<file path="config.mk">
export PLATFORM = sky130hd
export DESIGN_NAME = mil1553_tx_encoder
export DESIGN_NICKNAME = d
export VERILOG_FILES = /design/src/rtl/mil1553_tx_encoder.sv
export SDC_FILE = /design/constraint.sdc
export NUM_CORES = 1
export LEC_CHECK = 0
export CAP_MARGIN = 0
export CORE_MARGIN = 3
export CORE_UTILIZATION = 55
export CTS_BUF_LIST = sky130_fd_sc_hd__clkbuf_8 sky130_fd_sc_hd__clkbuf_16
export DETAILED_ROUTE_END_ITERATION = 8
export PLACE_DENSITY = 0.77
export REMOVE_ABC_BUFFERS = 1
export SETUP_SLACK_MARGIN = 0.02
export SYNTH_ARGS = -nofsm -noshare
export SYNTH_HDL_FRONTEND = slang
export SYNTH_SLANG_ARGS = --single-unit
</file>
<file path="constraint.sdc">
create_clock -name clk -period 4.69 [get_ports clk]
set_input_delay 0.938 -clock clk [delete_from_list [all_inputs] [get_ports clk]]
set_output_delay 0.938 -clock clk [all_outputs]
set_load 0.01 [all_outputs]
</file>
<file path="src/rtl/mil1553_tx_encoder.sv">
// MIL-STD-1553 Manchester II transmit encoder: sync, 16 data bits and odd parity on a differential pair.
// Half-bit 0 appears the cycle after accept; tready only when idle or on the last cycle of a word.
module mil1553_tx_encoder #(
  parameter int CLOCK_SPEED = 100000000,
  parameter bit INVERT_DATA = 1'b0
) (
  input  logic        clk,
  input  logic        rst,
  input  logic [15:0] s_axis_tdata,
  input  logic        s_axis_tuser,
  input  logic        s_axis_tvalid,
  output logic        s_axis_tready,
  output logic [1:0]  o_diff,
  output logic        en_o_diff,
  output logic        o_busy
);

  localparam int HALF_CLKS = CLOCK_SPEED / 2000000;
  localparam int PW = (HALF_CLKS > 1) ? $clog2(HALF_CLKS) : 1;
  localparam logic [PW-1:0] PMAX = PW'(HALF_CLKS - 1);
  localparam logic [5:0] HLAST = 6'd39;

  typedef enum logic {IDLE, TX} state_t;

  state_t        state;
  logic [PW-1:0] pcnt;
  logic [5:0]    hcnt;
  logic [16:0]   word_bits;   // {data, parity}, MSB first on the wire
  logic          sync_cmd;
  logic          word_end;
  logic          accept;

  // Pre-inversion line level for half-bit h: 3+3 sync halves, then bit/complement pairs.
  function automatic logic level(input logic [5:0] h, input logic [16:0] bits, input logic cmd);
    logic [5:0] k;
    logic       lv;
    k = (h - 6'd6) >> 1;
    if (h < 6'd3)
      lv = cmd;
    else if (h < 6'd6)
      lv = ~cmd;
    else
      lv = bits[5'd16 - k[4:0]] ^ h[0];
    return lv;
  endfunction

  function automatic logic [1:0] drive(input logic lv);
    return INVERT_DATA ? {~lv, lv} : {lv, ~lv};
  endfunction

  assign word_end      = (state == TX) && (hcnt == HLAST) && (pcnt == PMAX);
  assign s_axis_tready = ~rst && ((state == IDLE) || word_end);
  assign accept        = s_axis_tvalid && s_axis_tready;

  always_ff @(posedge clk) begin
    if (rst) begin
      state     <= IDLE;
      pcnt      <= '0;
      hcnt      <= '0;
      word_bits <= '0;
      sync_cmd  <= 1'b0;
      o_diff    <= 2'b00;
      en_o_diff <= 1'b0;
      o_busy    <= 1'b0;
    end else if (accept) begin
      // Also covers the last cycle of a word, giving gapless back-to-back output.
      state     <= TX;
      pcnt      <= '0;
      hcnt      <= '0;
      word_bits <= {s_axis_tdata, ~^s_axis_tdata};
      sync_cmd  <= s_axis_tuser;
      o_diff    <= drive(s_axis_tuser);
      en_o_diff <= 1'b1;
      o_busy    <= 1'b1;
    end else if (state == TX) begin
      if (pcnt == PMAX) begin
        pcnt <= '0;
        if (hcnt == HLAST) begin
          state     <= IDLE;
          hcnt      <= '0;
          o_diff    <= 2'b00;
          en_o_diff <= 1'b0;
          o_busy    <= 1'b0;
        end else begin
          hcnt   <= hcnt + 6'd1;
          o_diff <= drive(level(hcnt + 6'd1, word_bits, sync_cmd));
        end
      end else begin
        pcnt <= pcnt + 1'b1;
      end
    end
  end

endmodule

</file>
==> metrics, run 1 <==
WS Path Type=flip-flop to output port; top post-synthesis cells by area=dfxtp_1 35%, xnor2_1 8.6%, nand2_1 8.1%; cell leakage power=about 0.00091 uW; Worst EP required=approximately 3.8 ns; setup violators final=0; Final #Nets=roughly 280; wirelength, routed=around 4 mm; Compound-Gate Fraction of Synth Area=0.114; via count=approximately 1600; clock root cell=clkbuf_8; Clock Pin Slew Worst Setup and Hold Paths=roughly 0.060 ns; die area=4290 um2; dpl ws=1.60 ns; Power Density=between 200 and 300 nW/um2; # diodes=0; Peak Freq=between 0.2 and 0.3 GHz; Syn Inst Count=approximately 230; largest family of logic cells by synthesized area=simple AND/OR/NAND/NOR gates; vias in the first global route=approximately 1600; Initial Util=0.607; Die Ht=65.5 um; async set-reset flop share out of synthesis=0; worst path arrival time=2.40 ns; most frequent cells in the layout=42 x nand2_1, 34 x dfxtp_1, 24 x clkdlybuf4s50_1, 21 x nand3_1, 19 x xnor2_1; per-cell routed wire length=~13 um; layout cells sized above 1=0.0794; Post-synth top flop=dfxtp_1; Pre-Repair DR Iteration Count=4; clock latency on the worst-skew pair=between 0.2 and 0.3 ns; worst min-delay path class=flip-flop to flip-flop; Yosys top cell by area=dfxtp_1; Worst Tran Pin Value=between 0.7 and 0.8 ns; initial antenna violation count=0; synthesis-to-layout area growth=16.9%; Crit. End Element=output port; Ys Warns=0; CTS Buffer Depth=2; Avg Inst Size Synth=8.35 um2; drt drc=0; Post-CTS Setup Bufs=0; Remaining Overflow, GRT=0; htree depth=2; last weighted congestion value of the routability-driven placer=~0.83; count of state elements after synthesis=34; max-cap violations=0; total global-route track usage=0.207; Resize count post-CTS=0; Distinct cells, synth=48; Routed Antenna Nets=0; Startpoint Class=flip-flop; status=finished clean; clock skew after layout=between 0.004 and 0.005 ns; largest net degree at the start of global routing=25; fin. max-slew vios=0; first-pass GRT wire length=slightly below 7 mm; estimated wirelength of the detail-placed design=between 2 and 3 mm; sequential cell area=681 um2; Final WS setup=1.35 ns; worst relative slew slack=0.527; Post-synth EDFFs=0; post-synthesis mux area share=0.0688; placed insts=290; Post-Synth Simple-Gate Area=0.258; drt initial violations=155; IO Port Bufs=24; core area=3200 um2; footprint of the multi-input gates=about 1200 um2; Synth top area share=0.350; Post-Layout Cell Count=about 300; TNS Setup=0 ns; fill cell count=280; Worst Path Max Fanout=8; Peak supply drop=a little over 200 uV; RSZ-0062 raised after global routing=false; Post-Syn Area=between 1500 and 2000 um2; number of primary I/O pins=25; Die W=roughly 65 um; Rows=20; fin crit share=0.712; adder-cell share of the synthesized area=0.0386; sequential area share after synthesis=0.350; TritonCTS Buffers=5; most common cell after layout, fill and taps aside=nand2_1; routed vias/inst=approximately 5.6; Final Hold Vio Count=0; CTS tree=built; Post-Synth XOR/XNOR Area=0.126; post-cts hold buffer count=0; Tmin final=approximately 3.3 ns; clock sinks=34
[synth_stat cells (2+ instances only)]
library cell,n
a211oi_1,2
inv_1,6
xnor2_1,19
nand3_1,21
o211ai_1,2
nor4_1,2
nand4_1,3
nor2_1,17
o21ai_0,5
dfxtp_1,34
mux4_2,5
clkbuf_1,6
or2_2,2
buf_2,2
o31a_1,2
nand2b_1,2
nor3_1,9
buf_1,2
a21oi_1,8
nand2_1,42
xor2_1,9
ha_1,6
or3_1,2
[registers in the layout, summed over array words and instances, names as in the netlist]
name       flops
sync_cmd       1
state          1
pcnt           6
hcnt           6
o_diff         2
word_bits     17
o_busy         1
[final cells by class]
class                           instances  share of cell area
Clock buffer                            6              0.0363
Inverter                                6             0.00990
Multi-Input combinational cell        180               0.518
Sequential cell                        34               0.299
Tap cell                               44              0.0242
Timing Repair Buffer                   26               0.112
[metal layers]
| metal | global-route usage | vias to the layer above | routed length, um |
|---|---|---|---|
| met5 | 0 | - | 0 |
| met4 | 0.0829 | 0 | 58 |
| met3 | 0.0462 | 6 | 136 |
| met2 | 0.358 | 24 | 2000 |
| met1 | 0.247 | 770 | 1720 |
| li1 | - | 849 | - |
[through the flow]
stage | power, uW | utilization | hold slack [ns] | area (um2)
after CTS | 624 | 0.710 | 0.456 | 2270
after detailed placement | 417 | 0.684 | 0.446 | 2190
after global routing | 646 | 0.710 | 0.480 | 2270
after floorplan | 377 | - | 0.431 | 1880
after global placement | 415 | 0.684 | 0.440 | 2190
final | 619 | 0.710 | 0.453 | 2270
[worst max-delay path: stages, from the launching register on]
cell             delay (ns)
dfxtp_1                0.41
ha_1                   0.37
nand2_1                0.12
o41a_1                 0.51
nor2_1                 0.15
clkdlybuf4s50_1        0.56
[worst paths after layout]
check                                  start             to  slack [ns]  depth (start not counted)
worst max-delay path                 hcnt[0]  s_axis_tready        1.35                          5
worst min-delay path            word_bits[2]   word_bits[2]        0.45                          2
worst max register to register       hcnt[2]      o_diff[1]        1.73                          9
worst min register to register  word_bits[2]   word_bits[2]        0.45                          2
[logic make-up (layout without fill, tap and decap cells)]
group	Yosys count	count (layout)
AOI/OAI and AO/OA	31	31
xor gates and xnor gates	28	28
adders and majority gates	6	6
buffers and inverters	19	38
DFF	34	34
muxes	7	7
and+or+nand+nor	108	108
[power breakdown]
part	switching (uW)	total (uW)	internal (uW)
combinational	42.6	96.1	53.5
clock	96.9	210	113
sequential	9.11	313	304
total	149	619	471
No activity file was read; power rests on OpenSTA's default activity.
==> inputs of run 2 (changes only) <==
--- a/config.mk
+++ b/config.mk
@@ -7,10 +7,10 @@
 export LEC_CHECK = 0
 export CAP_MARGIN = 0
 export CORE_MARGIN = 3
-export CORE_UTILIZATION = 55
+export CORE_UTILIZATION = 49
 export CTS_BUF_LIST = sky130_fd_sc_hd__clkbuf_8 sky130_fd_sc_hd__clkbuf_16
 export DETAILED_ROUTE_END_ITERATION = 8
-export PLACE_DENSITY = 0.77
+export PLACE_DENSITY = 0.73
 export REMOVE_ABC_BUFFERS = 1
 export SETUP_SLACK_MARGIN = 0.02
 export SYNTH_ARGS = -nofsm -noshare
==> constraint.sdc (replaced) <==
create_clock -name clk -period 3.05 [get_ports clk]
set_input_delay 0.61 -clock clk [delete_from_list [all_inputs] [get_ports clk]]
set_output_delay 0.61 -clock clk [all_outputs]
set_load 0.01 [all_outputs]
==> metrics, run 2 (synthesized netlist as in run 1, its figures left out) <==
TritonCTS Buffers=5; total global-route track usage=0.189; die area=between 4000 and 5000 um2; dpl ws=between 0.2 and 0.25 ns; status=finished clean; Largest regs=word_bits: 17 flops, hcnt: 6 flops, pcnt: 6 flops; synthesis-to-layout area growth=21.9%; Final WS setup=between 0.1 and 0.15 ns; Crit. End Element=output port; Top Family by Delay on Critical Path=simple AND/OR/NAND/NOR gates; CTS Buffer Depth=2; worst relative slew slack=0.589; Rows=22; first-pass GRT wire length=just over 7 mm; cell leakage power=between 0.0009 and 0.001 uW; via count=roughly 1700; sequential cell area=between 600 and 700 um2; htree depth=2; Peak Freq=~0.34 GHz; Final Hold Slack=between 0.4 and 0.5 ns; wirelength, routed=roughly 4.2 mm; estimated wirelength of the detail-placed design=around 3 mm; Slowest-stage cell, CP=clkdlybuf4s50_1; Worst Tran Pin Value=approximately 0.62 ns; drt drc=0; clock sinks=34; most common cell after layout, fill and taps aside=nand2_1; Max stage delay on crit path=~0.56 ns; IO Port Bufs=24; worst min-delay path class=flip-flop to flip-flop; Peak supply drop=roughly 330 uV; core area=about 3700 um2; setup violators final=0; clock latency on the worst-skew pair=around 0.3 ns; TNS Setup=0 ns; post-cts hold buffer count=0; number of flip-flops in the largest register=17; RSZ-0062 raised after global routing=true; # diodes=0; Startpoint Class=flip-flop; clock skew after layout=a little under 0.01 ns; Routed Antenna Nets=0; highest metal used=met4; Post-CTS Setup Bufs=0; Clock Pin Slew Worst Setup and Hold Paths=about 0.08 ns; Detail Route met2 WL=2.05 mm; routed vias/inst=roughly 5.6; Pre-Repair DR Iteration Count=4; footprint of the multi-input gates=approximately 1200 um2; initial antenna violation count=0; Resize count post-CTS=0; largest net degree at the start of global routing=21; worst setup path startpoint=hcnt[5]; fin. max-slew vios=0; last weighted congestion value of the routability-driven placer=approximately 0.80; worst path arrival time=approximately 2.3 ns; Initial Util=0.520; CTS tree=built; per-cell routed wire length=around 14 um; drt initial violations=between 70 and 80; Pwr Total=~1100 uW; Power Density=approximately 480 nW/um2; Die W=roughly 69 um; worst reg2reg startpoint=hcnt[0]; dpl cell area=around 2200 um2; Tmin final=2.93 ns; Final #Nets=~280; max-cap violations=0; Worst EP required=2.44 ns; met3 WL post-DR=170 um; Worst Path Max Fanout=6; fin crit share=0.962; Final Hold Vio Count=0; Remaining Overflow, GRT=0; layout cells sized above 1=0.105; metal1 wirelength=about 1.9 mm; Post-Layout Inst Area=2370 um2; Die Ht=between 60 and 70 um; number of primary I/O pins=25; clock root cell=clkbuf_8; WS Path Type=flip-flop to output port; most frequent cells in the layout=42 x nand2_1, 34 x dfxtp_1, 24 x clkdlybuf4s50_1, 21 x nand3_1, 19 x xnor2_1; vias in the first global route=~1600; critical-path cell list=or3b_1 > o41a_1 > nor2_1 > clkdlybuf4s50_1; Hold Crit Start=word_bits[14]; Top reg by flops=word_bits; fill cell count=351; Buf+Inv Stages, Crit Path=1
run 2: layer usage:
metal | vias to the layer above | global-route usage
met1 | 787 | 0.216
met2 | 36 | 0.320
met4 | 0 | 0.0781
li1 | 858 | -
met5 | - | 0
met3 | 12 | 0.0641
run 2: worst min-delay path: cells and delay by family, from the launching register on:
family        cells  cell delay, ns
flops             1            0.31
simple gates      2            0.10
run 2: power by group:
part           total (uW)  switching (uW)  internal (uW)
clock network         508             181            328
logic                 149            65.6           83.1
registers             482            14.7            467
total                1140             261            878
run 2: metrics by stage:
stage | cells | util
2_1_floorplan | 220 | -
3_3_place_gp | 297 | 0.593
3_5_place_dp | 297 | 0.593
4_1_cts | 305 | 0.630
5_1_grt | 305 | 0.634
6_report | 305 | 0.634
run 2: final cells by class:
cell class                 count  share of cell area
clock buffer                   5              0.0290
clock inverter                 3              0.0290
inverter                       6             0.00949
multi-input combinational    180               0.503
sequential                    34               0.287
tap                           48              0.0253
timing repair buffer          29               0.117
run 2: final timing paths:
kind | slack, ns | end | cells past startpoint
worst max-delay path | 0.12 | s_axis_tready | 4
worst min-delay path | 0.46 | word_bits[14] | 2
worst max register to register | 0.27 | o_diff[1] | 7
worst min register to register | 0.46 | word_bits[14] | 2
==> inputs of run 3 (changes only) <==
==> constraint.sdc (replaced) <==
create_clock -name clk -period 2.5 [get_ports clk]
set_input_delay 0.5 -clock clk [delete_from_list [all_inputs] [get_ports clk]]
set_output_delay 0.5 -clock clk [all_outputs]
set_load 0.01 [all_outputs]
==> metrics, run 3 (synthesized netlist as in run 1, its figures left out) <==
status=finished clean; Pwr Total=~1300 uW; drt drc=0; met2 Usage GRT=0.311; Peak Freq=~0.41 GHz; setup violators final=0; number of primary I/O pins=25; CTS tree=built; Critical Path Most Common Cell=mux4_2; fill cell count=between 300 and 400; htree depth=2; wirelength, routed=roughly 4.2 mm; # diodes=0; hold path cells=2; Top Usage Layer GRT=met2; number of flip-flops in the largest register=17; largest net degree at the start of global routing=21; clock latency on the worst-skew pair=0.29 ns; per-cell routed wire length=~13 um; IO Port Bufs=24; Die Ht=roughly 69 um; Startpoint Class=flip-flop; R2R depth=7; Final #Nets=~300; worst reg2reg startpoint=hcnt[0]; routed vias/inst=5.35; reg2reg setup slack=between 0.04 and 0.05 ns; most frequent cells in the layout=42 x nand2_1, 30 x dfxtp_1, 23 x clkdlybuf4s50_1, 22 x buf_4, 21 x nand3_1; WS Path Type=flip-flop to flip-flop; Final Hold Slack=about 0.46 ns; Pre-Repair DR Iteration Count=4; Initial Util=0.520; layout cells sized above 1=0.198; via count=~1700; die area=~4800 um2; crit path capture=o_diff[1]; Clock Pin Slew Worst Setup and Hold Paths=approximately 0.070 ns; placed insts=313; Peak supply drop=around 310 uV; Worst Path Max Fanout=5; vias in the first global route=approximately 1600; Die W=about 70 um; met1 Usage GRT=0.203; Worst Tran Pin Value=between 0.5 and 0.6 ns; Max stage delay on crit path=about 0.5 ns; clock sinks=34; Remaining Overflow, GRT=0; Post-Layout Inst Area=around 2500 um2; Rows=22; Power Density=about 510 nW/um2; Final Hold Vio Count=0; final core utilization=0.676; initial antenna violation count=0; core area=around 3700 um2; Crit Reg-Reg Endpoint=o_diff[1]; Post-Layout Cell Count=between 300 and 400; max-cap violations=0; synthesis-to-layout area growth=30.1%; total global-route track usage=0.175; fin crit share=0.984; drt initial violations=58; TritonCTS Buffers=5; Slowest-stage cell, CP=mux4_2; worst setup path startpoint=hcnt[0]; fin. max-slew vios=0; Tmin final=between 2 and 2.5 ns; dpl cell area=about 2300 um2; Worst EP required=around 2.7 ns; first-pass GRT wire length=6.87 mm; CTS Buffer Depth=2; worst relative slew slack=0.611; worst min-delay path class=flip-flop to flip-flop; most common cell after layout, fill and taps aside=nand2_1; critical-path cell list=inv_4 > ha_4 > mux4_2 > mux4_2 > xnor2_2 > a211oi_2 > a221o_1; Largest regs=word_bits: 17 flops, hcnt: 6 flops, pcnt: 6 flops; estimated wirelength of the detail-placed design=between 3 and 4 mm; RSZ-0062 raised after global routing=true; last weighted congestion value of the routability-driven placer=~0.84; GR Layer Usage met3=0.0350; Routed Antenna Nets=0; Top reg by flops=word_bits; clock root cell=clkbuf_8; post-cts hold buffer count=0; clock skew after layout=just over 0.006 ns; worst path arrival time=around 2.6 ns; cell leakage power=approximately 0.0010 uW; Crit. End Element=flip-flop
[run 3: changes by cell type in the layout (fill, tap and decap cells not counted), moves of 2 or more]
cell / change
xnor2_1: -2
dfxtp_1: -4
dfxtp_4: +2
xnor2_2: +2
dfxtp_2: +2
buf_4: +17
[run 3: worst min path at each step]
| stage | start | endpoint | slack (ns) |
|---|---|---|---|
| 6_report | word_bits[15] | word_bits[15] | 0.46 |
| 5_1_grt | word_bits[1] | word_bits[1] | 0.48 |
| 4_1_cts | word_bits[15] | word_bits[15] | 0.46 |
| 3_5_place_dp | word_bits[15] | word_bits[15] | 0.45 |
| 3_3_place_gp | word_bits[13] | word_bits[13] | 0.45 |
| 2_1_floorplan | word_bits[10] | word_bits[10] | 0.43 |
[run 3: layout make-up]
type                            instances  area [um2]  area share
Sequential cell                        34         691       0.273
Multi-Input combinational cell        180        1240       0.489
Clock inverter                          1        30.0      0.0119
Inverter                                6        25.0     0.00989
Clock buffer                            6        82.6      0.0326
Tap cell                               48        60.1      0.0237
Timing Repair Buffer                   46         404       0.160
[run 3: through the flow]
stage	setup TNS [ns]	setup slack, ns
2_1_floorplan	-0.254	-0.129
3_3_place_gp	-0.0821	-0.0455
3_5_place_dp	-0.257	-0.137
4_1_cts	0	0.0246
5_1_grt	-0.0537	-0.0381
6_report	0	0.0402
[run 3: per-layer routing]
| metal | part of all wire | vias to the layer above |
|---|---|---|
| met4 | 0.014 | 0 |
| met3 | 0.040 | 6 |
| li1 | - | 890 |
| met2 | 0.51 | 31 |
| met5 | 0 | - |
| met1 | 0.44 | 790 |
[run 3: worst max-delay path, delay by kind of cell (launching register included)]
kind / cells / cell delay [ns]
multiplexers: 2 / 1.01
flip-flops: 1 / 0.38
AO/OA/AOI/OAI: 2 / 0.38
adder cells (fa/ha/maj): 1 / 0.30
XOR/XNOR: 1 / 0.23
buffers and inverters: 1 / 0.04
[run 3: repair_timing]
item                                    CTS  global route
pin swaps                                 1             5
cloned                                    0             0
gates resized for setup                   7            12
endpoints found under the setup margin    3             3
setup buffers                             0             1
[run 3: power by group]
part           internal [uW]  total, uW  leakage (uW)  switching, uW
Sequential               569        587      0.000280           18.7
Clock                    319        510     0.0000573            191
Combinational            105        186      0.000689           81.2
